$ cat src/rtl/pipelined_rca_adder_if.sv
// Operand/result handshake bundle for pipelined_rca_adder.
// The master drives operands and out_ready; the slave (the adder) returns results.
interface pipelined_rca_adder_if #(
  parameter int WIDTH = 16
) ();
  logic             in_valid;
  logic             in_ready;
  logic [WIDTH-1:0] a;
  logic [WIDTH-1:0] b;
  logic             cin;
  logic             sub;
  logic             out_valid;
  logic             out_ready;
  logic [WIDTH-1:0] sum;
  logic             cout;
  logic             ovf;

  modport master (
    output in_valid, a, b, cin, sub, out_ready,
    input  in_ready, out_valid, sum, cout, ovf
  );

  modport slave (
    input  in_valid, a, b, cin, sub, out_ready,
    output in_ready, out_valid, sum, cout, ovf
  );
endinterface

$ cat src/rtl/pipelined_rca_adder.sv
// Pipelined ripple-carry adder/subtractor: one SEG-bit carry segment per stage,
// a single global stall enable, and carry/signed-overflow flags from the last stage.
module pipelined_rca_adder #(
  parameter int WIDTH = 16,
  parameter int SEG   = 4
) (
  input  logic                 clk,
  input  logic                 rst_n,
  pipelined_rca_adder_if.slave bus
);

  localparam int STAGES = WIDTH / SEG;
  localparam int OPS    = (STAGES > 1) ? STAGES - 1 : 1;

  function automatic logic fa_sum(input logic x, input logic y, input logic c);
    return x ^ y ^ c;
  endfunction

  function automatic logic fa_carry(input logic x, input logic y, input logic c);
    return (x & y) | (x & c) | (y & c);
  endfunction

  // Returns {carry_out, sum[SEG-1:0]}; the carry ripples bit by bit.
  function automatic logic [SEG:0] rca_seg(input logic [SEG-1:0] x,
                                           input logic [SEG-1:0] y,
                                           input logic           c);
    logic [SEG:0] r;
    logic         carry;
    r     = {(SEG+1){1'b0}};
    carry = c;
    for (int i = 0; i < SEG; i++) begin
      r[i]  = fa_sum(x[i], y[i], carry);
      carry = fa_carry(x[i], y[i], carry);
    end
    r[SEG] = carry;
    return r;
  endfunction

  logic             en_s;
  logic [WIDTH-1:0] b_eff_s;
  logic             c0_s;
  logic             last_ovf_s;
  logic             ovf_r;

  logic             stage_valid_s [STAGES];
  logic [WIDTH-1:0] stage_sum_s   [STAGES];
  logic             stage_carry_s [STAGES];
  logic [WIDTH-1:0] fwd_a_s       [OPS];
  logic [WIDTH-1:0] fwd_b_s       [OPS];

  // Subtraction is a + ~b + !cin.
  assign b_eff_s = bus.b ^ {WIDTH{bus.sub}};
  assign c0_s    = bus.cin ^ bus.sub;

  assign en_s          = !stage_valid_s[STAGES-1] || bus.out_ready;
  assign bus.in_ready  = en_s;
  assign bus.out_valid = stage_valid_s[STAGES-1];
  assign bus.sum       = stage_sum_s[STAGES-1];
  assign bus.cout      = stage_carry_s[STAGES-1];
  assign bus.ovf       = ovf_r;

  for (genvar k = 0; k < STAGES; k++) begin : g_stage
    logic [WIDTH-1:0] op_a_s;
    logic [WIDTH-1:0] op_b_s;
    logic             seg_cin_s;
    logic             valid_in_s;
    logic [WIDTH-1:0] sum_in_s;
    logic [SEG:0]     res_s;
    logic [WIDTH-1:0] sum_nxt_s;
    logic             valid_r;
    logic [WIDTH-1:0] sum_r;
    logic             carry_r;

    // Operands arrive right-aligned: the segment to add is always in [SEG-1:0].
    if (k == 0) begin : g_head
      assign op_a_s     = bus.a;
      assign op_b_s     = b_eff_s;
      assign seg_cin_s  = c0_s;
      assign valid_in_s = bus.in_valid;
      assign sum_in_s   = {WIDTH{1'b0}};
    end else begin : g_body
      assign op_a_s     = fwd_a_s[k-1];
      assign op_b_s     = fwd_b_s[k-1];
      assign seg_cin_s  = stage_carry_s[k-1];
      assign valid_in_s = stage_valid_s[k-1];
      assign sum_in_s   = stage_sum_s[k-1];
    end

    assign res_s = rca_seg(op_a_s[SEG-1:0], op_b_s[SEG-1:0], seg_cin_s);

    // Insert this stage's finished segment into the partial sum.
    always_comb begin
      sum_nxt_s                = sum_in_s;
      sum_nxt_s[k*SEG +: SEG]  = res_s[SEG-1:0];
    end

    // Stage register: valid, partial sum and segment carry advance together on en.
    always_ff @(posedge clk or negedge rst_n) begin
      if (!rst_n) begin
        valid_r <= 1'b0;
        sum_r   <= {WIDTH{1'b0}};
        carry_r <= 1'b0;
      end else if (en_s) begin
        valid_r <= valid_in_s;
        sum_r   <= sum_nxt_s;
        carry_r <= res_s[SEG];
      end
    end

    assign stage_valid_s[k] = valid_r;
    assign stage_sum_s[k]   = sum_r;
    assign stage_carry_s[k] = carry_r;

    if (k < STAGES - 1) begin : g_ops
      logic [WIDTH-1:0] a_r;
      logic [WIDTH-1:0] b_r;

      // Unused upper operand bits travel alongside, shifted down one segment.
      always_ff @(posedge clk or negedge rst_n) begin
        if (!rst_n) begin
          a_r <= {WIDTH{1'b0}};
          b_r <= {WIDTH{1'b0}};
        end else if (en_s) begin
          a_r <= op_a_s >> SEG;
          b_r <= op_b_s >> SEG;
        end
      end

      assign fwd_a_s[k] = a_r;
      assign fwd_b_s[k] = b_r;
    end

    // Carry into the MSB is recovered as a ^ b ^ sum at that bit.
    if (k == STAGES - 1) begin : g_tail
      assign last_ovf_s = res_s[SEG] ^
                          (op_a_s[SEG-1] ^ op_b_s[SEG-1] ^ res_s[SEG-1]);
    end
  end

  // Overflow flag register, aligned with the last stage.
  always_ff @(posedge clk or negedge rst_n) begin
    if (!rst_n) begin
      ovf_r <= 1'b0;
    end else if (en_s) begin
      ovf_r <= last_ovf_s;
    end
  end

endmodule

$ cat src/flat_wrapper.sv
// flat-port wrapper written by rule: the top's interface ports become plain ports
module pipelined_rca_adder_flat 
#(
  parameter int WIDTH = 16,
  parameter int SEG   = 4
)
  (clk, rst_n, bus_in_valid, bus_a, bus_b, bus_cin, bus_sub, bus_out_ready, bus_in_ready, bus_out_valid, bus_sum, bus_cout, bus_ovf);
  pipelined_rca_adder_if #(.WIDTH(WIDTH)) bus_i ();
  input  logic clk;
  input  logic rst_n;
  input wire logic [$bits(bus_i.in_valid)-1:0] bus_in_valid;
  input wire logic [$bits(bus_i.a)-1:0] bus_a;
  input wire logic [$bits(bus_i.b)-1:0] bus_b;
  input wire logic [$bits(bus_i.cin)-1:0] bus_cin;
  input wire logic [$bits(bus_i.sub)-1:0] bus_sub;
  input wire logic [$bits(bus_i.out_ready)-1:0] bus_out_ready;
  output wire logic [$bits(bus_i.in_ready)-1:0] bus_in_ready;
  output wire logic [$bits(bus_i.out_valid)-1:0] bus_out_valid;
  output wire logic [$bits(bus_i.sum)-1:0] bus_sum;
  output wire logic [$bits(bus_i.cout)-1:0] bus_cout;
  output wire logic [$bits(bus_i.ovf)-1:0] bus_ovf;
  assign bus_i.in_valid = bus_in_valid;
  assign bus_i.a = bus_a;
  assign bus_i.b = bus_b;
  assign bus_i.cin = bus_cin;
  assign bus_i.sub = bus_sub;
  assign bus_i.out_ready = bus_out_ready;
  assign bus_in_ready = bus_i.in_ready;
  assign bus_out_valid = bus_i.out_valid;
  assign bus_sum = bus_i.sum;
  assign bus_cout = bus_i.cout;
  assign bus_ovf = bus_i.ovf;
  pipelined_rca_adder #(.WIDTH(WIDTH), .SEG(SEG)) u_core (.clk(clk), .rst_n(rst_n), .bus(bus_i));
endmodule
$ cat config.mk
export PLATFORM = sky130hd
export DESIGN_NAME = pipelined_rca_adder_flat
export DESIGN_NICKNAME = d
export VERILOG_FILES = /design/src/rtl/pipelined_rca_adder_if.sv /design/src/rtl/pipelined_rca_adder.sv /design/src/flat_wrapper.sv
export SDC_FILE = /design/constraint.sdc
export NUM_CORES = 1
export LEC_CHECK = 0
export BUFFER_PORTS_ARGS = -buffer_cell sky130_fd_sc_hd__buf_4
export CAP_MARGIN = 40
export CORE_UTILIZATION = 40
export DETAILED_ROUTE_END_ITERATION = 8
export PLACE_DENSITY = 0.67
export REMOVE_ABC_BUFFERS = 1
export SLEW_MARGIN = 20
export SYNTH_ARGS = -nofsm -noshare
export SYNTH_HDL_FRONTEND = slang
export SYNTH_SLANG_ARGS = --single-unit
$ cat constraint.sdc
create_clock -name clk -period 3.36 [get_ports clk]
set_input_delay 0.672 -clock clk [delete_from_list [all_inputs] [get_ports clk]]
set_output_delay 0.672 -clock clk [all_outputs]
set_load 0.05 [all_outputs]
# Word-level counts from Yosys, hierarchy flattened
# Index checks and enable logic that the tools add are counted.
[word_totals] ff_bits=97 output_inout_bits=20 wordCells=137
[classes] bitwise=116 n_reduce_logical=2
[op_table] op="$and A1 B1 Y1" count=48
[op_table] op="$xor A1 B1 Y1" count=35
[op_table] op="$or A1 B1 Y1" count=32
[op_table] op="$xor A16 B16 Y16" count=1
[op_table] op="$logic_not A1 Y1" count=1
[op_table] op="$logic_or A1 B1 Y1" count=1

# Depth between registers and ports, before layout
# Gate-level depths: netlist of the first run.
[depth] depth_word=13 depth_mapped=10

# Least setup slack after synthesis of the first run
# OpenSTA, ideal clock, no wires.
[synth_timing] kind="input to register" startpoint="in bus_sub" endpoint="reg u_core.g_stage[0].sum_r[3]" setup_ns=0.125 arrival_ns=3.008 required_time_ns=3.235 path_slack_ns=0.227 cell_stages=10 cell_sequence="buf_2 buf_2 xor2_1 fa_1 inv_1 fa_1 fa_1 inv_1 fa_1 mux2_2"
[synth_via] elab_chain_len=11
[synth_rtl] item="start, declared" line="flat_wrapper.sv:15" text="input wire logic [$bits(bus_i.sub)-1:0] bus_sub;"
[synth_rtl] item="$xor A16 B16 Y16 or $xor A1 B1 Y1 (tied branches)" line="pipelined_rca_adder.sv:52, pipelined_rca_adder.sv:53"
[synth_rtl] item="$and A1 B1 Y1" line="pipelined_rca_adder.sv:20" text="return (x & y) | (x & c) | (y & c);"
[synth_rtl] item="$or A1 B1 Y1 (2 in series)" line="pipelined_rca_adder.sv:20"
[synth_rtl] item="$and A1 B1 Y1" line="pipelined_rca_adder.sv:20"
[synth_rtl] item="$or A1 B1 Y1 (2 in series)" line="pipelined_rca_adder.sv:20"
[synth_rtl] item="$and A1 B1 Y1" line="pipelined_rca_adder.sv:20"
[synth_rtl] item="$or A1 B1 Y1 (2 in series)" line="pipelined_rca_adder.sv:20"
[synth_rtl] item="$xor A1 B1 Y1 *" line="pipelined_rca_adder.sv:16" text="return x ^ y ^ c;"
[synth_rtl] item="net u_core.g_stage[0].res_s[3]" line="pipelined_rca_adder.sv:68" text="logic [SEG:0] res_s;"
[synth_rtl] item="end signal, assigned" line="pipelined_rca_adder.sv:101" text="sum_r <= {WIDTH{1'b0}};"
[synth_rtl] item="end signal, assigned" line="pipelined_rca_adder.sv:105" text="sum_r <= sum_nxt_s;"
[synth_rtl] item="end, declared" line="pipelined_rca_adder.sv:71" text="logic [WIDTH-1:0] sum_r;"
# Mark *: on every way through the listed nets, which the timed path passes. The rest lies on a longest branch.
# A chain may end at the register's enable or synchronous reset.

# Final worst setup path of the first run
[layout_timing] startpoint="reg u_core.g_stage[2].g_ops.a_r[0]" endpoint="reg u_core.ovf_r (netlist: u_core.bus.ovf)"
[layout_via] elab_chain_len=13
[layout_rtl] item="start, declared" line="pipelined_rca_adder.sv:115" text="logic [WIDTH-1:0] a_r;"
[layout_rtl] item="start signal, assigned" line="pipelined_rca_adder.sv:121" text="a_r <= {WIDTH{1'b0}};"
[layout_rtl] item="start signal, assigned" line="pipelined_rca_adder.sv:124" text="a_r <= op_a_s >> SEG;"
[layout_rtl] item="$and A1 B1 Y1" line="pipelined_rca_adder.sv:20"
[layout_rtl] item="$or A1 B1 Y1 * (2 in series)" line="pipelined_rca_adder.sv:20"
[layout_rtl] item="$and A1 B1 Y1" line="pipelined_rca_adder.sv:20"
[layout_rtl] item="$or A1 B1 Y1" line="pipelined_rca_adder.sv:20"
[layout_rtl] item="$or A1 B1 Y1 *" line="pipelined_rca_adder.sv:20"
[layout_rtl] item="$and A1 B1 Y1" line="pipelined_rca_adder.sv:20"
[layout_rtl] item="$or A1 B1 Y1" line="pipelined_rca_adder.sv:20"
[layout_rtl] item="$or A1 B1 Y1 *" line="pipelined_rca_adder.sv:20"
[layout_rtl] item="$and A1 B1 Y1" line="pipelined_rca_adder.sv:20"
[layout_rtl] item="$or A1 B1 Y1 (2 in series)" line="pipelined_rca_adder.sv:20"
[layout_rtl] item="$xor A1 B1 Y1 *" line="pipelined_rca_adder.sv:135" text="assign last_ovf_s = res_s[SEG] ^"
[layout_rtl] item="end signal, assigned" line="pipelined_rca_adder.sv:145" text="ovf_r <= last_ovf_s;"
[layout_rtl] item="end, declared" line="pipelined_rca_adder.sv:43" text="logic ovf_r;"
# Every way passes the cells marked *; elsewhere a longest branch is shown, timed or not.

==> flow_summary_export.csv, run 1 <==
group,metric,value,unit
route,first_iter_violations,39,
yosys,synth.largest_area_cell,"dfrtp_1",
final_layout,nets,391,
yosys,synthTopCellsByArea,"dfrtp_1 (57%), mux2_2 (21%), fa_1 (7.5%), xor2_1 (2.7%), inv_1 (2.2%)",
sta,fin_tns_setup,0,ps
route,routed-via-count,2184,
pwr,pwr-share-clk,20.4,%
die,start_util,41.2,%
sta,worst_slew_pin_slew,541,ps
yosys,synthTopCellsByCount,"dfrtp_1 (97), mux2_2 (79), inv_1 (25)",
sta,period_minus_slack,2800,ps
place,place.gp.congestion,0.681,
die,core,10300,um^2
grt,overflow,0,
grt,grt_usage,13.5,%
cts,clkTransAtPathRegs,90,ps
pwr,switchingPower,1.69,mW
yosys,synth-edff-count,0,
run_status,status,"completed",
final_layout,area_growth,19.3,%
sta,finalSetupViolCount,0,
yosys,netlist_area,4250,um^2
sta,rsz0062_at_grt,"no",
cts,cts-root-buf,"clkbuf_8",
worst_setup_path,path_class,"reg -> reg",
place,port_buffers,57,
die,fp.dieW,105,um
pwr,switching_share,33.6,%
yosys,synth_cell_types,16,
route,dr.pass1.iters,3,
route,antenna_left,0,
worst_setup_path,critPathLaunch,"u_core.g_stage[2].g_ops.a_r[0]",
die,die_y,105,um
grt,grt_pass1_vias,2228,
grt,antenna_found_initial,0,
final_layout,multiInputGateArea,1630,um^2
place,postPlaceCellArea,4790,um^2
final_layout,layoutNonFillerInstCount,476,
sta,finalHoldViolations,0,
place,post-dp-hpwl,4550,um
cts,cts_tree,"built",
route,wirelength,6760,um
yosys,yosys_warnings,0,
final_layout,drive_gt1_share,47.1,%
grt,grt_max_degree,66,
die,die_area,11000,um^2
final_layout,register_area,2430,um^2
grt,grt_pass1_wl,11200,um
cts,clock_path_buffers,2,
route,vias_per_cell,4.59,
worst_setup_path,start_kind,"flop",
pwr,power.leakage,2.31,nW
cts,cts_setup_buffers,0,
yosys,ys_seq_area_share,57.1,%
worst_setup_path,critPathRequiredTime,3610,ps
cts,ctsHoldBuffers,0,
final_layout,fin_area,5070,um^2
yosys,synthArstFlopShare,100,%
pwr,pwr-share-comb,40.2,%
die,std_cell_rows,37,
final_layout,antenna_cells,0,
route,avgRoutedWirePerCell,14.2,um
cts,cts.sink_count,97,
yosys,synth_most_common_cell,"dfrtp_1",
yosys,synth_area_per_cell,15.3,um^2
sta,slew_headroom,64.0,%
place,dp_cells,461,
pwr,cellPowerDensity,993,nW/um^2
worst_setup_path,cp_data_arrival_time,3040,ps
hold_path,hp-class,"in -> async",
sta,fmax,0.358,GHz
sta,maxSlewViolCount,0,
flow_run,maxCapViolCount,0,
worst_setup_path,r2r_start,"u_core.g_stage[2].g_ops.a_r[0]",
pwr,internal-power,3.34,mW
pwr,peakVddDrop,0.490,mV
sta,finClkSkew,9.53,ps
cts,cts.repair.resized,0,
worst_setup_path,worst-path-max-fanout,2,
die,pin_count,58,
worst_setup_path,cp-end-kind,"flop",
pwr,pwr-share-seq,39.4,%
yosys,synth_top_flop_cell,"dfrtp_1",
yosys,synth-seq-cells,97,
yosys,synth_top_cell_area_share,57.1,%
cts,numCtsBuffers,9,
sta,finalCritPeriodShare,83.2,%
route,drcViolationCount,0,
yosys,syn_inst,278,
cts,clock_latency,350,ps
final_layout,n_fill_cell,950,
cts,htreeDepth,3,
final cells by class:
class                   instances  area share [%]
multi-input cells             142            32.1
inverters                      25            1.85
clock buffers                   9            2.44
well taps                     136            3.36
flip-flops and latches         97            47.9
repair buffers                 61            9.28
clock inverters                 6            3.06
power groups by stage:
stage / clock network (mW) / logic [mW] / registers [mW]
6_report: 1.03 / 2.02 / 1.98
5_1_grt: 1.11 / 2.21 / 2.05
3_3_place_gp: 0 / 2.01 / 1.99
3_5_place_dp: 0 / 2.06 / 2.02
2_1_floorplan: 0 / 1.16 / 2.33
4_1_cts: 1.06 / 2.07 / 1.99
metrics by stage:
step	util [%]	setup WS, ps	power, mW	hold slack [ps]
finish	49.1	564	5.03	290
global route	49.1	401	5.38	314
CTS	49.1	532	5.12	302
detailed placement	46.4	457	4.08	448
global placement	46.4	542	4.00	444
floorplan	-	653	3.49	376
cell usage in the layout, fill, tap and decap left out:
cell | synthesis | final
a21oi_1 | 9 | 9
clkinv_2 | 0 | 1
buf_12 | 0 | 1
ha_1 | 1 | 1
clkbuf_8 | 0 | 9
fa_1 | 16 | 16
nand2b_1 | 1 | 1
mux2_4 | 4 | 4
xor3_1 | 1 | 1
xnor2_1 | 4 | 4
mux2_2 | 79 | 79
nand2b_4 | 1 | 1
mux2i_1 | 4 | 4
bufinv_16 | 0 | 5
dfrtp_1 | 97 | 97
xor2_1 | 13 | 13
buf_4 | 0 | 60
inv_1 | 25 | 25
nor3b_1 | 9 | 9
path summary, 6_finish.rpt:
check                                                  to  cells after the start  slack [ps]
min                                     u_core.bus.sum[2]                      1         290
max                                        u_core.bus.ovf                      9         560
min reg2reg                          u_core.bus.out_valid                      1         470
min in group clk                     u_core.bus.out_valid                      1         470
max reg2reg                                u_core.bus.ovf                      9         560
max in group asynchronous  u_core.g_stage[2].g_ops.b_r[3]                      2        2280
cell families (layout without fill, tap and decap cells):
kind of cell / Yosys count / in the layout / synth area share [%]
buf+inv: 39 / 101 / 4.59
compound gates: 9 / 9 / 1.06
xor+xnor: 18 / 18 / 4.06
flops: 97 / 97 / 57.1
mux: 87 / 87 / 23.3
fa+ha+maj: 17 / 17 / 7.83
simple gates: 11 / 11 / 2.06
layer usage:
metal | part of all wire, % | global-route usage [%] | up-vias
li1 | - | - | 1032
met1 | 48 | 18.8 | 1104
met2 | 46 | 20.0 | 39
met3 | 4.1 | 3.99 | 9
met4 | 1.4 | 5.13 | 0
met5 | 0 | 0 | -
critical path: stages, from the launching register on:
cell and delay [ps]:
dfrtp_1 390, inv_1 80, fa_1 160, inv_1 50, fa_1 440, fa_1 420, inv_1 80, fa_1 430
xor3_1 370, mux2_2 260
flip-flops by register name, summed over array words and instances (netlist names):
register,cells
u_core.bus.cout,1
u_core.bus.out_valid,1
u_core.bus.ovf,1
u_core.bus.sum,16
u_core.g_stage.carry_r,3
u_core.g_stage.g_ops.a_r,24
u_core.g_stage.g_ops.b_r,24
u_core.g_stage.sum_r,24
u_core.g_stage.valid_r,3
No activity file was read; power rests on OpenSTA's default activity.
==> run 2, diff against run 1 <==
- clock period: 3.36 -> 2.8 ns (I/O delays scaled with it)
==> flow_summary_export.csv, run 2 (synthesized netlist as in run 1, its figures left out) <==
group,metric,value,unit
run_status,status,"completed",
route,wl_met3,195,um
sta,maxSlewViolCount,0,
sta,finalHoldViolations,0,
grt,grt_max_degree,65,
cts,cts_setup_buffers,0,
grt,grt_pass1_wl,11500,um
worst_setup_path,r2r_start,"u_core.g_stage[2].g_ops.b_r[0]",
route,routed-via-count,2202,
route,wl_met2,3190,um
route,antenna_left,0,
worst_setup_path,path_depth,9,
cts,cts-root-buf,"clkbuf_8",
worst_setup_path,cp_cell_sequence,"inv_1, fa_1, inv_1, fa_2, fa_1, inv_1, fa_1, xor3_1, mux2_2",
die,core,10300,um^2
sta,finalWorstSetupSlack,192,ps
place,pre_cts_ws,-32.8,ps
final_layout,final_cell_mix,"dfrtp_1 (97), mux2_2 (79), buf_4 (61)",
route,wl_met1,3270,um
cts,htreeDepth,3,
cts,ctsHoldBuffers,0,
final_layout,antenna_cells,0,
sta,fmax,0.383,GHz
worst_setup_path,reg2reg_depth,9,
route,topRoutingLayerUsed,"met4",
cts,clock_latency,360,ps
final_layout,fin_area,4990,um^2
route,avgRoutedWirePerCell,14.1,um
cts,clock_path_buffers,2,
route,first_iter_violations,63,
route,drcViolationCount,0,
place,port_buffers,57,
worst_setup_path,path_class,"reg -> reg",
sta,finalSetupViolCount,0,
pwr,power.leakage,2.27,nW
cts,cts.sink_count,97,
sta,fin_tns_setup,0,ps
place,postPlaceCellArea,4800,um^2
final_layout,drive_gt1_share,47.1,%
worst_setup_path,critPathBufInv,3,
grt,overflow,0,
final_layout,final_common_cell,"dfrtp_1",
cts,numCtsBuffers,9,
grt,antenna_found_initial,0,
worst_setup_path,cp_slowest_cell,"fa_1",
grt,grt_pass1_vias,2399,
pwr,finalPower,5.70,mW
sta,worst_slew_pin_slew,538,ps
die,fp.dieW,105,um
final_layout,area_growth,17.3,%
cts,cts_tree,"built",
worst_setup_path,start_kind,"flop",
worst_setup_path,critPathMaxStageDelay,440,ps
worst_setup_path,cp_data_arrival_time,2840,ps
worst_setup_path,reg2reg_to,"u_core.bus.ovf",
sta,period_minus_slack,2610,ps
pwr,cellPowerDensity,1140,nW/um^2
sta,rsz0062_at_grt,"no",
sta,finalCritPeriodShare,93.2,%
route,wirelength,6760,um
route,vias_per_cell,4.61,
die,pin_count,58,
place,place.gp.congestion,0.687,
die,start_util,41.2,%
final_layout,reg.largest.list,"u_core.g_stage.g_ops.a_r (24), u_core.g_stage.g_ops.b_r (24), u_core.g_stage.sum_r (24)",
final_layout,n_fill_cell,909,
worst_setup_path,ff2ff_setup_slack,190,ps
sta,finClkSkew,14.1,ps
final_layout,nets,392,
flow_run,maxCapViolCount,0,
place,post-dp-hpwl,4690,um
die,die_y,105,um
grt,grt_usage,13.5,%
worst_setup_path,critPathRequiredTime,3030,ps
worst_setup_path,worst-path-max-fanout,2,
final_layout,register_area,2430,um^2
worst_setup_path,crit_family,"adder cells",
pwr,peakVddDrop,0.686,mV
final_layout,multiInputGateArea,1630,um^2
die,std_cell_rows,37,
route,dr.pass1.iters,3,
worst_setup_path,cp-end-kind,"flop",
sta,slew_headroom,64.1,%
hold_path,hp-class,"in -> async",
die,die_area,11000,um^2
cts,clkTransAtPathRegs,100,ps
## run 2: cell count changes in the layout (fill, tap and decap cells not counted), sizes merged
cell      before  now
clkinv         1    3
bufinv         5    1
clkinvlp       0    1
buf           61   62
clkbuf         9   11
## run 2: metrics by stage
stage | instances | utilization [%] | hold slack (ps)
CTS | 478 | 48.3 | 150
finish | 478 | 48.3 | 135
floorplan | 264 | - | 264
global placement | 462 | 46.5 | 443
global route | 478 | 48.3 | 170
detailed placement | 462 | 46.5 | 452
## run 2: final cells by class
| type | count | share of cell area, % |
|---|---|---|
| inverter | 25 | 1.88 |
| tap | 136 | 3.41 |
| timing repair buffer | 62 | 9.58 |
| clock inverter | 5 | 1.13 |
| multi-input combinational | 142 | 32.7 |
| clock buffer | 11 | 2.63 |
| sequential | 97 | 48.7 |
## run 2: worst max path at each step
stage                     end  slack, ps                           start
2_1_floorplan  u_core.bus.ovf         90  u_core.g_stage[2].g_ops.b_r[0]
3_3_place_gp   u_core.bus.ovf         50  u_core.g_stage[2].g_ops.b_r[0]
3_5_place_dp   u_core.bus.ovf        -30  u_core.g_stage[2].g_ops.b_r[0]
4_1_cts        u_core.bus.ovf         10  u_core.g_stage[2].g_ops.b_r[0]
5_1_grt        u_core.bus.ovf         50       u_core.g_stage[2].carry_r
6_report       u_core.bus.ovf        190  u_core.g_stage[2].g_ops.b_r[0]
## run 2: layer usage
layer  GRT usage, %  up-vias
li1               -     1030
met1           18.1     1125
met2           21.9       37
met3           2.37       10
met4           5.73        0
met5              0        -
## run 2: power by group
part | total (mW) | internal, mW | switching, mW
clock | 0.872 | 0.413 | 0.459
sequential | 2.39 | 2.04 | 0.355
combinational | 2.44 | 1.20 | 1.24
## run 2: what timing repair did
item	CTS	global route
setup endpoints to repair	1	1
pin swaps	1	2
resized for setup	1	0
